<file path="config.mk">
export PLATFORM = sky130hd
export DESIGN_NAME = uart_tx_param
export DESIGN_NICKNAME = d
export VERILOG_FILES = /design/src/rtl/uart_tx_param.sv
export SDC_FILE = /design/constraint.sdc
export NUM_CORES = 1
export LEC_CHECK = 0
export BUFFER_PORTS_ARGS = -buffer_cell sky130_fd_sc_hd__clkbuf_2
export CORE_MARGIN = 1.5
export CORE_UTILIZATION = 60
export DETAILED_ROUTE_END_ITERATION = 16
export PLACE_DENSITY = 0.79
export SLEW_MARGIN = 20
export SYNTH_ARGS = -nofsm -noshare
export SYNTH_HDL_FRONTEND = slang
export SYNTH_SLANG_ARGS = --single-unit
</file>
<file path="constraint.sdc">
create_clock -name clk -period 2.75 [get_ports clk]
set_input_delay 0.825 -clock clk [delete_from_list [all_inputs] [get_ports clk]]
set_output_delay 0.825 -clock clk [all_outputs]
set_load 0.02 [all_outputs]
</file>
<file path="src/rtl/uart_tx_param.sv">
// uart_tx_param: parametrised UART transmitter with transmit FIFO and valid/ready input handshake
module uart_tx_param #(
   parameter int CLKS_PER_BIT = 87,
   parameter int DATA_BITS    = 8,
   parameter int PARITY       = 0,
   parameter int STOP_BITS    = 1,
   parameter int FIFO_DEPTH   = 4
) (
   input  logic                               clk,
   input  logic                               rst_n,
   input  logic                               in_valid,
   input  logic [DATA_BITS-1:0]               in_data,
   output logic                               in_ready,
   output logic                               tx,
   output logic                               busy,
   output logic                               done,
   output logic [$clog2(FIFO_DEPTH+1)-1:0]    fifo_count
);
   localparam int AW = $clog2(FIFO_DEPTH);
   localparam int CW = $clog2(FIFO_DEPTH+1);
   localparam int KW = $clog2(CLKS_PER_BIT);
   localparam logic [KW-1:0] K_LAST = KW'(CLKS_PER_BIT-1);
   localparam logic [3:0] D_LAST = 4'(DATA_BITS-1);
   localparam logic [3:0] S_LAST = 4'(STOP_BITS-1);

   typedef enum logic [2:0] {ST_IDLE, ST_START, ST_DATA, ST_PARITY, ST_STOP} state_t;

   state_t state_q, state_d;
   logic [DATA_BITS-1:0] mem [FIFO_DEPTH];
   logic [AW-1:0] wr_ptr, rd_ptr;
   logic [KW-1:0] cnt_q, cnt_d;
   logic [3:0] bit_q, bit_d;
   logic [DATA_BITS-1:0] shift_q, shift_d, head;
   logic par_q, par_d, head_par, tx_d, done_d, push, pop, bit_end, empty;

   assign in_ready = fifo_count != CW'(FIFO_DEPTH);
   assign push     = in_valid && in_ready;
   assign empty    = fifo_count == '0;
   assign head     = mem[rd_ptr];
   assign head_par = (PARITY == 1) ? ~^head : ^head;
   assign busy     = state_q != ST_IDLE;
   assign bit_end  = cnt_q == K_LAST;

   // FIFO storage, written on an accepted handshake
   always_ff @(posedge clk)
      if (push) mem[wr_ptr] <= in_data;

   // FIFO pointers and occupancy; a same-edge push and pop leave the count unchanged
   always_ff @(posedge clk or negedge rst_n)
      if (!rst_n) begin
         wr_ptr     <= '0;
         rd_ptr     <= '0;
         fifo_count <= '0;
      end else begin
         if (push) wr_ptr <= wr_ptr + AW'(1);
         if (pop) rd_ptr <= rd_ptr + AW'(1);
         fifo_count <= fifo_count + CW'(push) - CW'(pop);
      end

   // Next state, bit timing and next line value; the stop bit chains straight into a new start bit
   always_comb begin
      state_d = state_q;
      cnt_d   = cnt_q + KW'(1);
      bit_d   = bit_q;
      shift_d = shift_q;
      par_d   = par_q;
      tx_d    = tx;
      done_d  = 1'b0;
      pop     = 1'b0;
      case (state_q)
         ST_IDLE: begin
            cnt_d = '0;
            tx_d  = 1'b1;
            if (!empty) begin
               pop     = 1'b1;
               state_d = ST_START;
               tx_d    = 1'b0;
               shift_d = head;
               par_d   = head_par;
            end
         end
         ST_START:
            if (bit_end) begin
               cnt_d   = '0;
               bit_d   = '0;
               state_d = ST_DATA;
               tx_d    = shift_q[0];
            end
         ST_DATA:
            if (bit_end) begin
               cnt_d   = '0;
               shift_d = shift_q >> 1;
               if (bit_q == D_LAST) begin
                  bit_d   = '0;
                  state_d = (PARITY != 0) ? ST_PARITY : ST_STOP;
                  tx_d    = (PARITY != 0) ? par_q : 1'b1;
               end else begin
                  bit_d = bit_q + 4'd1;
                  tx_d  = shift_q[1];
               end
            end
         ST_PARITY:
            if (bit_end) begin
               cnt_d   = '0;
               bit_d   = '0;
               state_d = ST_STOP;
               tx_d    = 1'b1;
            end
         ST_STOP:
            if (bit_end) begin
               cnt_d = '0;
               if (bit_q == S_LAST) begin
                  done_d  = 1'b1;
                  bit_d   = '0;
                  state_d = empty ? ST_IDLE : ST_START;
                  tx_d    = empty;
                  pop     = !empty;
                  shift_d = empty ? shift_q : head;
                  par_d   = empty ? par_q : head_par;
               end else begin
                  bit_d = bit_q + 4'd1;
                  tx_d  = 1'b1;
               end
            end
         default: begin
            state_d = ST_IDLE;
            cnt_d   = '0;
            tx_d    = 1'b1;
         end
      endcase
   end

   // State and datapath registers; reset forces the line idle and drops the frame in flight
   always_ff @(posedge clk or negedge rst_n)
      if (!rst_n) begin
         state_q <= ST_IDLE;
         cnt_q   <= '0;
         bit_q   <= '0;
         shift_q <= '0;
         par_q   <= 1'b0;
         tx      <= 1'b1;
         done    <= 1'b0;
      end else begin
         state_q <= state_d;
         cnt_q   <= cnt_d;
         bit_q   <= bit_d;
         shift_q <= shift_d;
         par_q   <= par_d;
         tx      <= tx_d;
         done    <= done_d;
      end
endmodule

</file>
* Word-level counts from Yosys, hierarchy flattened
Memories as Yosys holds them, arrays and structs flattened.
Cells that the tools add are included.
** Storage, ports and cells
- Register bits after elaboration :: 31
- Bits in writable memories :: 32
- Output and inout bits :: 7
- Memories kept :: 1
** Memories
- mem :: words 4, width 8, rd ports 1, clocked after Yosys merged registers in 0, wr ports 1, RTL line 29 : logic [DATA_BITS-1:0] mem [FIFO_DEPTH];
** Cells by class
- Add/subtract/negate cells :: 6
- Equal/unequal tests :: 15
- Muxes and demuxes :: 39
- Reduce and logical (&&, ||, !) cells :: 14
** Operators by type and width (count)
- two-way mux 8 bit :: 4
- case mux 8 bit (3 select lines) :: 1
- two-way mux 3 bit :: 7
- two-way mux 4 bit :: 5
- two-way mux 1 bit :: 16
- case mux 3 bit (5 select lines) :: 1
- two-way mux 7 bit :: 2
- inequality test 2 bit (second input constant) :: 7
- case mux 4 bit (3 select lines) :: 1
- AND reduction 4 bit :: 3
- nonzero test 3 bit :: 3
- adder 7 x 1 -> 7 bit (second input constant) :: 1
- == test 7 bit (second input constant) :: 1
- AND reduction 7 bit :: 1
- == test 3 x 2 -> 1 bit (second input constant) :: 2
- logical NOT 3 bit :: 2
- case mux 1 bit (5 select lines) :: 1
- adder 2 x 1 -> 2 bit (second input constant) :: 2
- adder 4 x 1 -> 4 bit (second input constant) :: 1
- == test 4 x 3 -> 1 bit (second input constant) :: 1
- logical NOT 4 bit :: 1
- OR reduction 4 bit :: 1
- adder 3 x 1 -> 3 bit :: 1
- == test 3 x 1 -> 1 bit (second input constant) :: 1
- other kinds (8) :: 8

* Depth between registers and ports, before layout
Gate-level depths: netlist of the first run.
- Depth in word-level cells :: 6
- Depth in mapped cells :: 13
- Depth with buffers taken out :: 12

* Worst setup path before layout of the first run
No wires, ideal clock.
- Kind :: flip-flop to flip-flop
- From :: reg bit_q[0]
- To :: reg fifo_count[2]
- Setup time :: 133 ps
- Data arrival time :: 2409 ps
- Data required time :: 2617 ps
- Path slack :: 208 ps
- Stages on the path, launching flop included :: 13
- Path buffers :: 0
- Path through :: dfrtp_1 inv_1 ha_1 nor3b_1 nand3_1 a21oi_1 ha_1 inv_1 ha_1 inv_1 fa_1 xnor2_1 xnor2_1
** Between the ends
- Word-level cells in the longest chain between the ends :: 5
** RTL lines
- from (decl) :: RTL line 32 : logic [3:0] bit_q, bit_d;
- from (signal assigned) :: RTL line 146 : bit_q <= bit_d;
- logical NOT 4 bit :: RTL line 112 : if (bit_q == S_LAST) begin
- two-way mux 1 bit :: RTL line 112
- two-way mux 1 bit :: RTL line 110 : if (bit_end) begin
- case mux 1 bit (2 select lines) :: RTL line 70 : case (state_q)
- via pop :: RTL line 34 : logic par_q, par_d, head_par, tx_d, done_d, push, pop, bit_end, empty;
- subtractor 3 x 1 -> 3 bit :: RTL line 57 : fifo_count <= fifo_count + CW'(push) - CW'(pop);
- to (signal assigned) :: RTL line 57
- to (decl) :: RTL line 17 : output logic [$clog2(FIFO_DEPTH+1)-1:0] fifo_count
The timed path passes the listed nets, and every way through them passes these cells.
A chain may end at the register's enable or synchronous reset.

* Worst setup path in the final report of the first run
- From :: reg cnt_q[0]
- To :: reg fifo_count[2]
** Between the ends
- Word-level cells in the longest chain between the ends :: 4
** RTL lines
- from (decl) :: RTL line 31 : logic [KW-1:0] cnt_q, cnt_d;
- from (signal assigned) :: RTL line 145 : cnt_q <= cnt_d;
- == test 7 bit :: RTL line 42 : assign bit_end = cnt_q == K_LAST;
- two-way mux 1 bit :: RTL line 110
- case mux 1 bit (2 select lines) :: RTL line 70
- via pop :: RTL line 34
- subtractor 3 x 1 -> 3 bit :: RTL line 57
The timed path passes the listed nets, and every way through them passes these cells.

==> flow_summary.toml, run 1 <==
[status]
outcome = "complete, no violations"

[clock_network]
htree_levels = 3
clock_latency_ns = 0.33
numCtsBuffers = 9
clk_pin_slew_worst_paths_ns = 0.07
cts_buffer_depth = 2
root_buffer = "clkbuf_8"
clkSinkCount = 63
cts_tree = "done"
ctsHoldBuffers = 0

[sta]
finalHoldViolations = 0
maxSlewHeadroom = 0.478
holdWs_ns = 0.509
rsz0062_at_grt = "false"
setup_viol = 0
period_share = 0.915
period_minus_slack_ns = 2.52
fin_worst_skew_ns = 0.0105
fmaxAchievable_mhz = 397
final_max_slew_viol_count = 0
finalSetupTns_ns = 0
tightest_slew_ns = 0.783

[route]
final_antenna_net_count = 0
via_per_inst = 5.92
route.detailed.drc = 0
vias = 1686
drtIter0Drc = 81
drt-total-wl_um = 4930
wl_per_cell_um = 17.3
drt-pass1-iter-count = 4

[placement]
io_buffers = 17
globalplace.congestion = 0.831
hpwl_um = 3340
placed_area_um2 = 3050

[final_layout]
design_area_um2 = 3250
final_cell_mix = "32 x edfxtp_1, 30 x dfrtp_1, 17 x clkbuf_2"
diodes = 0
mostFrequentLayoutCell = "edfxtp_1"
synthToLayoutAreaGrowth_pct = 11.8
drive_above_1_share = 0.307
num-nets-final = 248

[pwr]
p_sw_uw = 982
p_comb_frac = 0.283
power.density_nw_per_um2 = 975
seq_power_share = 0.472
p_int_mw = 2.19
p_leak_nw = 1.33
swShare = 0.310
p_total_mw = 3.17
ir_drop_v = 0.000706
clock_power_share = 0.245

[run]
maxCapViolCount = 0

[logic_synthesis]
synth_edf_count = 32
muxShareOfSynthArea = 0.138
syn_area_um2 = 2910
synth.yosys.warnings = 0
synth_compound_area_frac = 0.0474
ys_seq_elements = 63
synthCells = 200
ys.flop_type = "edfxtp_1"
postSynthAreaPerCell_um2 = 14.5
synth_xor_area_frac = 0.0301
async_flop_share = 0.492
synthSimpleGateAreaFrac = 0.108
ys_seq_area_frac = 0.598
ys_types = 46
syn_nets = 222
synth_top_family_by_area = "multiplexers"
yosys.area_share.adder = 0.0499

[hold_path]
min_from = "cnt_q[0]"
hold_end = "cnt_q[0]"
hold_class = "flip-flop to flip-flop"
holdPathStages = 1

[grt]
grt_overflow = 0
grt_pass1_wl_um = 8050
grt_max_degree = 32
antenna_found_initial = 0
grt_pass1_vias = 1662
track_usage = 0.209

[critical_path]
crit_type = "flip-flop to flip-flop"
worstSetupEndpointType = "flip-flop"
rr_startpoint = "cnt_q[0]"
critPathMaxStageDelay_ns = 0.42
rrSetupSlack_ns = 0.23
worstPathArrival_ns = 2.77
start_kind = "flip-flop"
crit_chain = "inv_1 > ha_1 > and2_1 > nand3_1 > a21oi_2 > ha_1 > inv_1 > ha_1 > inv_1 > fa_1 > xnor2_1 > xnor2_1"
crit_fanout = 6
path_delay_family = "adder cells"
rr_endpoint = "fifo_count[2]"
cp_num_buf_inv = 3
ff2ff_path_depth = 12
required_ns = 3.00
cpMaxStageDelayCell = "dfrtp_1"

[floorplanning]
row_count = 25
start_util = 0.619
die_y_um = 72.6
dieWidth_um = 72.6
dieArea_um2 = 5270
core_um2 = 4690
ioPinCount = 18
-- flip-flops by register name (all words and copies together), names as in the netlist --
name	flops
bit_q	4
cnt_q	7
done	1
fifo_count	3
mem	32
rd_ptr	2
shift_q	8
state_q	3
tx	1
wr_ptr	2
-- power groups by stage --
stage / registers (mW) / clock network (mW) / logic, mW
6_report: 1.50 / 0.777 / 0.898
3_5_place_dp: 1.51 / 0 / 0.905
3_3_place_gp: 1.49 / 0 / 0.861
4_1_cts: 1.50 / 0.790 / 0.911
2_1_floorplan: 1.44 / 0 / 0.736
5_1_grt: 1.54 / 0.832 / 0.993
-- cell families after synthesis --
logic type,count (synthesis)
buf+inv,17
mux,25
compound gates,20
xor+xnor,10
simple gates,54
fa+ha+maj,11
flops,63
-- per-layer routing --
metal	share of wire	wire, µm	vias up	GRT usage
li1	-	-	798	-
met1	0.46	2260	833	0.288
met2	0.49	2440	49	0.324
met3	0.037	184	6	0.0414
met4	0.0093	46	0	0.101
met5	0	0	-	0
-- layout make-up --
cell class                      count  area [µm²]
Clock buffer                        9         124
Clock inverter                      7        71.3
Fill cell                         326        1440
Inverter                           11        41.3
Multi-Input combinational cell    120        1090
Sequential cell                    63        1740
Tap cell                           54        67.6
Timing Repair Buffer               21         115
-- synth_stat cells (2+ instances only) --
| cell | instances | area (µm²) |
|---|---|---|
| nand3_1 | 7 | 35.0 |
| mux2_2 | 9 | 101 |
| xor2_1 | 3 | 26.3 |
| nor3_1 | 3 | 15.0 |
| o21ai_0 | 4 | 20.0 |
| nor2_1 | 14 | 52.6 |
| dfrtp_1 | 30 | 751 |
| a21oi_1 | 4 | 20.0 |
| nand2b_1 | 2 | 12.5 |
| ha_1 | 10 | 125 |
| and3_1 | 5 | 31.3 |
| mux2_4 | 8 | 120 |
| and2_1 | 2 | 12.5 |
| clkbuf_1 | 2 | 7.51 |
| a2bb2oi_1 | 2 | 17.5 |
| and2b_2 | 2 | 17.5 |
| or3b_2 | 2 | 17.5 |
| inv_1 | 11 | 41.3 |
| edfxtp_1 | 32 | 961 |
| buf_6 | 2 | 22.5 |
| or3_1 | 2 | 12.5 |
| mux4_2 | 8 | 180 |
| nand2_1 | 6 | 22.5 |
| xnor2_1 | 7 | 61.3 |
| o311ai_0 | 2 | 17.5 |
-- timing repair --
| action | in CTS | in global routing |
|---|---|---|
| setup endpoints to repair | 0 | 1 |
| gates resized for setup | 0 | 2 |
| setup buffers | 0 | 0 |
-- worst register-to-register path, cell delays in order, from the launching register on --
cell     delay [ns]
dfrtp_1        0.42
inv_1          0.07
ha_1           0.13
and2_1         0.24
nand3_1        0.16
a21oi_2        0.24
ha_1           0.26
inv_1          0.06
ha_1           0.13
inv_1          0.05
fa_1           0.37
xnor2_1        0.18
xnor2_1        0.14
-- through the flow --
stage	utilization	setup WS [ns]	cells
2_1_floorplan	-	0.208	200
3_3_place_gp	0.649	0.241	269
3_5_place_dp	0.649	0.139	269
4_1_cts	0.691	0.106	285
5_1_grt	0.693	0.0628	285
6_report	0.693	0.234	285
-- worst max-delay path by stage --
stage | startpoint | end | slack, ns | depth (start not counted)
final | cnt_q[0] | fifo_count[2] | 0.23 | 12
after global placement | bit_q[0] | fifo_count[2] | 0.24 | 12
after CTS | bit_q[0] | fifo_count[2] | 0.11 | 12
after detailed placement | bit_q[0] | fifo_count[2] | 0.14 | 12
after floorplan | bit_q[0] | fifo_count[2] | 0.21 | 12
after global routing | bit_q[0] | fifo_count[2] | 0.06 | 12
(Power assumes the default switching activity.)
==> run 2, diff against run 1 <==
--- a/config.mk
+++ b/config.mk
@@ -5,6 +5,7 @@
 export SDC_FILE = /design/constraint.sdc
 export NUM_CORES = 1
 export LEC_CHECK = 0
+export ABC_AREA = 1
 export BUFFER_PORTS_ARGS = -buffer_cell sky130_fd_sc_hd__clkbuf_2
 export CORE_MARGIN = 1.5
 export CORE_UTILIZATION = 60
==> flow_summary.toml, run 2 <==
[clock_network]
clk_pin_slew_worst_paths_ns = 0.07
clock_latency_ns = 0.33
numCtsBuffers = 9
clkSinkCount = 63
cts-resized-gates = 0
htree_levels = 3
ctsHoldBuffers = 0
root_buffer = "clkbuf_8"
cts_setup_buffers = 0
cts_tree = "done"
cts_buffer_depth = 2

[critical_path]
path_delay_family = "adder cells"
cp_num_buf_inv = 3
worstPathArrival_ns = 2.64
crit_fanout = 5
crit_type = "flip-flop to flip-flop"
critPathMaxStageDelay_ns = 0.41
required_ns = 2.96
start_kind = "flip-flop"
cpMaxStageDelayCell = "dfrtp_1"
worstSetupEndpointType = "flip-flop"
crit_chain = "inv_1 > ha_1 > nand3_1 > nor2_1 > nand4_2 > nand2_1 > ha_1 > inv_1 > ha_1 > inv_1 > fa_1 > xnor2_1 > xor2_1"

[placement]
io_buffers = 17
hpwl_um = 3900
dp.cells = 419
pre_cts_slack_ns = 0.316
globalplace.congestion = 0.882

[pwr]
ir_drop_v = 0.000495
p_leak_nw = 1.61
power.density_nw_per_um2 = 679

[final_layout]
utilization = 0.711
largest_reg_flops = 32
top_regs = "mem x32, shift_q x8, cnt_q x7"
diodes = 0
fill_cells = 360
final_cell_mix = "118 x nand2_1, 34 x nor2_1, 33 x nand3_1"
num-nets-final = 385
synthToLayoutAreaGrowth_pct = 11.6
instances_no_fill = 435
drive_above_1_share = 0.160
mostFrequentLayoutCell = "nand2_1"
largest-register = "mem"

[sta]
maxSlewHeadroom = 0.476
finalHoldViolations = 0
setup_viol = 0
period_share = 0.883
final_max_slew_viol_count = 0
fmaxAchievable_mhz = 412
fin_worst_skew_ns = 0.00949
tightest_slew_ns = 0.786
rsz0062_at_grt = "false"
finalSetupTns_ns = 0
setup_ws_ns = 0.321
period_minus_slack_ns = 2.43

[logic_synthesis]
ys_seq_elements = 63
syn_nets = 357
ys.flop_type = "edfxtp_1"
synth.yosys.warnings = 0
synth_edf_count = 32
synth_most_common_cell = "nand2_1"
synthCells = 335
ys_top_cells_by_count = "118 x nand2_1, 34 x nor2_1, 33 x nand3_1"
async_flop_share = 0.492
muxShareOfSynthArea = 0
synth_top_area_cell = "edfxtp_1"
synthSimpleGateAreaFrac = 0.299
ys_seq_area_frac = 0.562
ys_types = 32
synth.area.top_cells = "edfxtp_1 31%, dfrtp_1 24%, nand2_1 14%"
synth_compound_area_frac = 0.0198
synth_top_cell_area_share = 0.311
synth_xor_area_frac = 0.0255
synth_top_family_by_area = "simple AND/OR/NAND/NOR gates"
postSynthAreaPerCell_um2 = 9.23
yosys.area_share.adder = 0.0470
syn_area_um2 = 3090

[floorplanning]
ioPinCount = 18
die_y_um = 74.8
row_count = 25
core_um2 = 4850
start_util = 0.637
dieWidth_um = 74.8
dieArea_um2 = 5590

[route]
wl_per_cell_um = 13.0
via_per_inst = 5.22
drt-total-wl_um = 5650
drt-pass1-iter-count = 8
final_antenna_net_count = 0
route.detailed.drc = 0
drtIter0Drc = 139
vias = 2271

[grt]
grt_pass1_vias = 2154
track_usage = 0.234
grt_pass1_wl_um = 9610
grt_overflow = 0
grt_max_degree = 32
antenna_found_initial = 0

[hold_path]
hold_class = "flip-flop to flip-flop"

[run]
maxCapViolCount = 0

[status]
outcome = "complete, no violations"
-- run 2: cell types whose count changed after synthesis, sizes merged, moves of 3 or more --
cell | previous run | this run
and3 | 5 | 0
inv | 11 | 29
mux2 | 17 | 0
mux4 | 8 | 0
nand2 | 6 | 124
nand3 | 7 | 35
nand4 | 1 | 4
nor2 | 14 | 41
or3 | 3 | 0
xnor2 | 7 | 2
xor2 | 3 | 7
-- run 2: path summary, 6_finish.rpt --
check	from	to	slack, ns	cells after the start
setup / recovery	cnt_q[0]	fifo_count[2]	0.32	13
hold / removal	shift_q[1]	shift_q[1]	0.48	2
setup reg to reg	cnt_q[0]	fifo_count[2]	0.32	13
hold reg to reg	shift_q[1]	shift_q[1]	0.48	2
max in group asynchronous	rst_n	cnt_q[2]	1.69	1
min in group asynchronous	rst_n	wr_ptr[0]	0.56	1
-- run 2: kinds of logic after synthesis --
group | count (synthesis)
DFF | 63
adders and majority gates | 11
xor gates and xnor gates | 9
AOI/OAI and AO/OA | 11
and+or+nand+nor | 206
buffers and inverters | 35
-- run 2: cell type report --
cell class              instances  area (µm²)  area share
repair buffers                 22         123      0.0356
well taps                      67        83.8      0.0243
multi-input cells             237        1210       0.351
clock buffers                  12         135      0.0392
flip-flops and latches         63        1740       0.504
clock inverters                 4        47.5      0.0138
inverters                      30         113      0.0327
-- run 2: metal layers --
metal  GRT usage  wire [µm]
met1       0.303       2500
met2       0.385       2800
met3      0.0683        289
met4      0.0707         61
met5           0          0
-- run 2: power by group --
part	total, mW	switching [mW]	internal, mW
logic	0.384	0.248	0.136
clock network	0.764	0.347	0.417
registers	1.19	0.0584	1.14
-- run 2: worst register-to-register path, cell delays in order (launching register included) --
cell and delay [ns]:
dfrtp_1 0.41, inv_1 0.07, ha_1 0.16, nand3_1 0.08
nor2_1 0.19, nand4_2 0.15, nand2_1 0.14, ha_1 0.23
inv_1 0.06, ha_1 0.13, inv_1 0.05, fa_1 0.37
xnor2_1 0.14, xor2_1 0.14
-- run 2: stage by stage --
stage | power [mW] | hold slack (ns) | cell area, µm²
finish | 2.34 | 0.483 | 3450
global route | 2.48 | 0.491 | 3450
CTS | 2.36 | 0.484 | 3450
detailed placement | 1.60 | 0.466 | 3270
global placement | 1.59 | 0.462 | 3270
floorplan | 1.46 | 0.449 | 3090
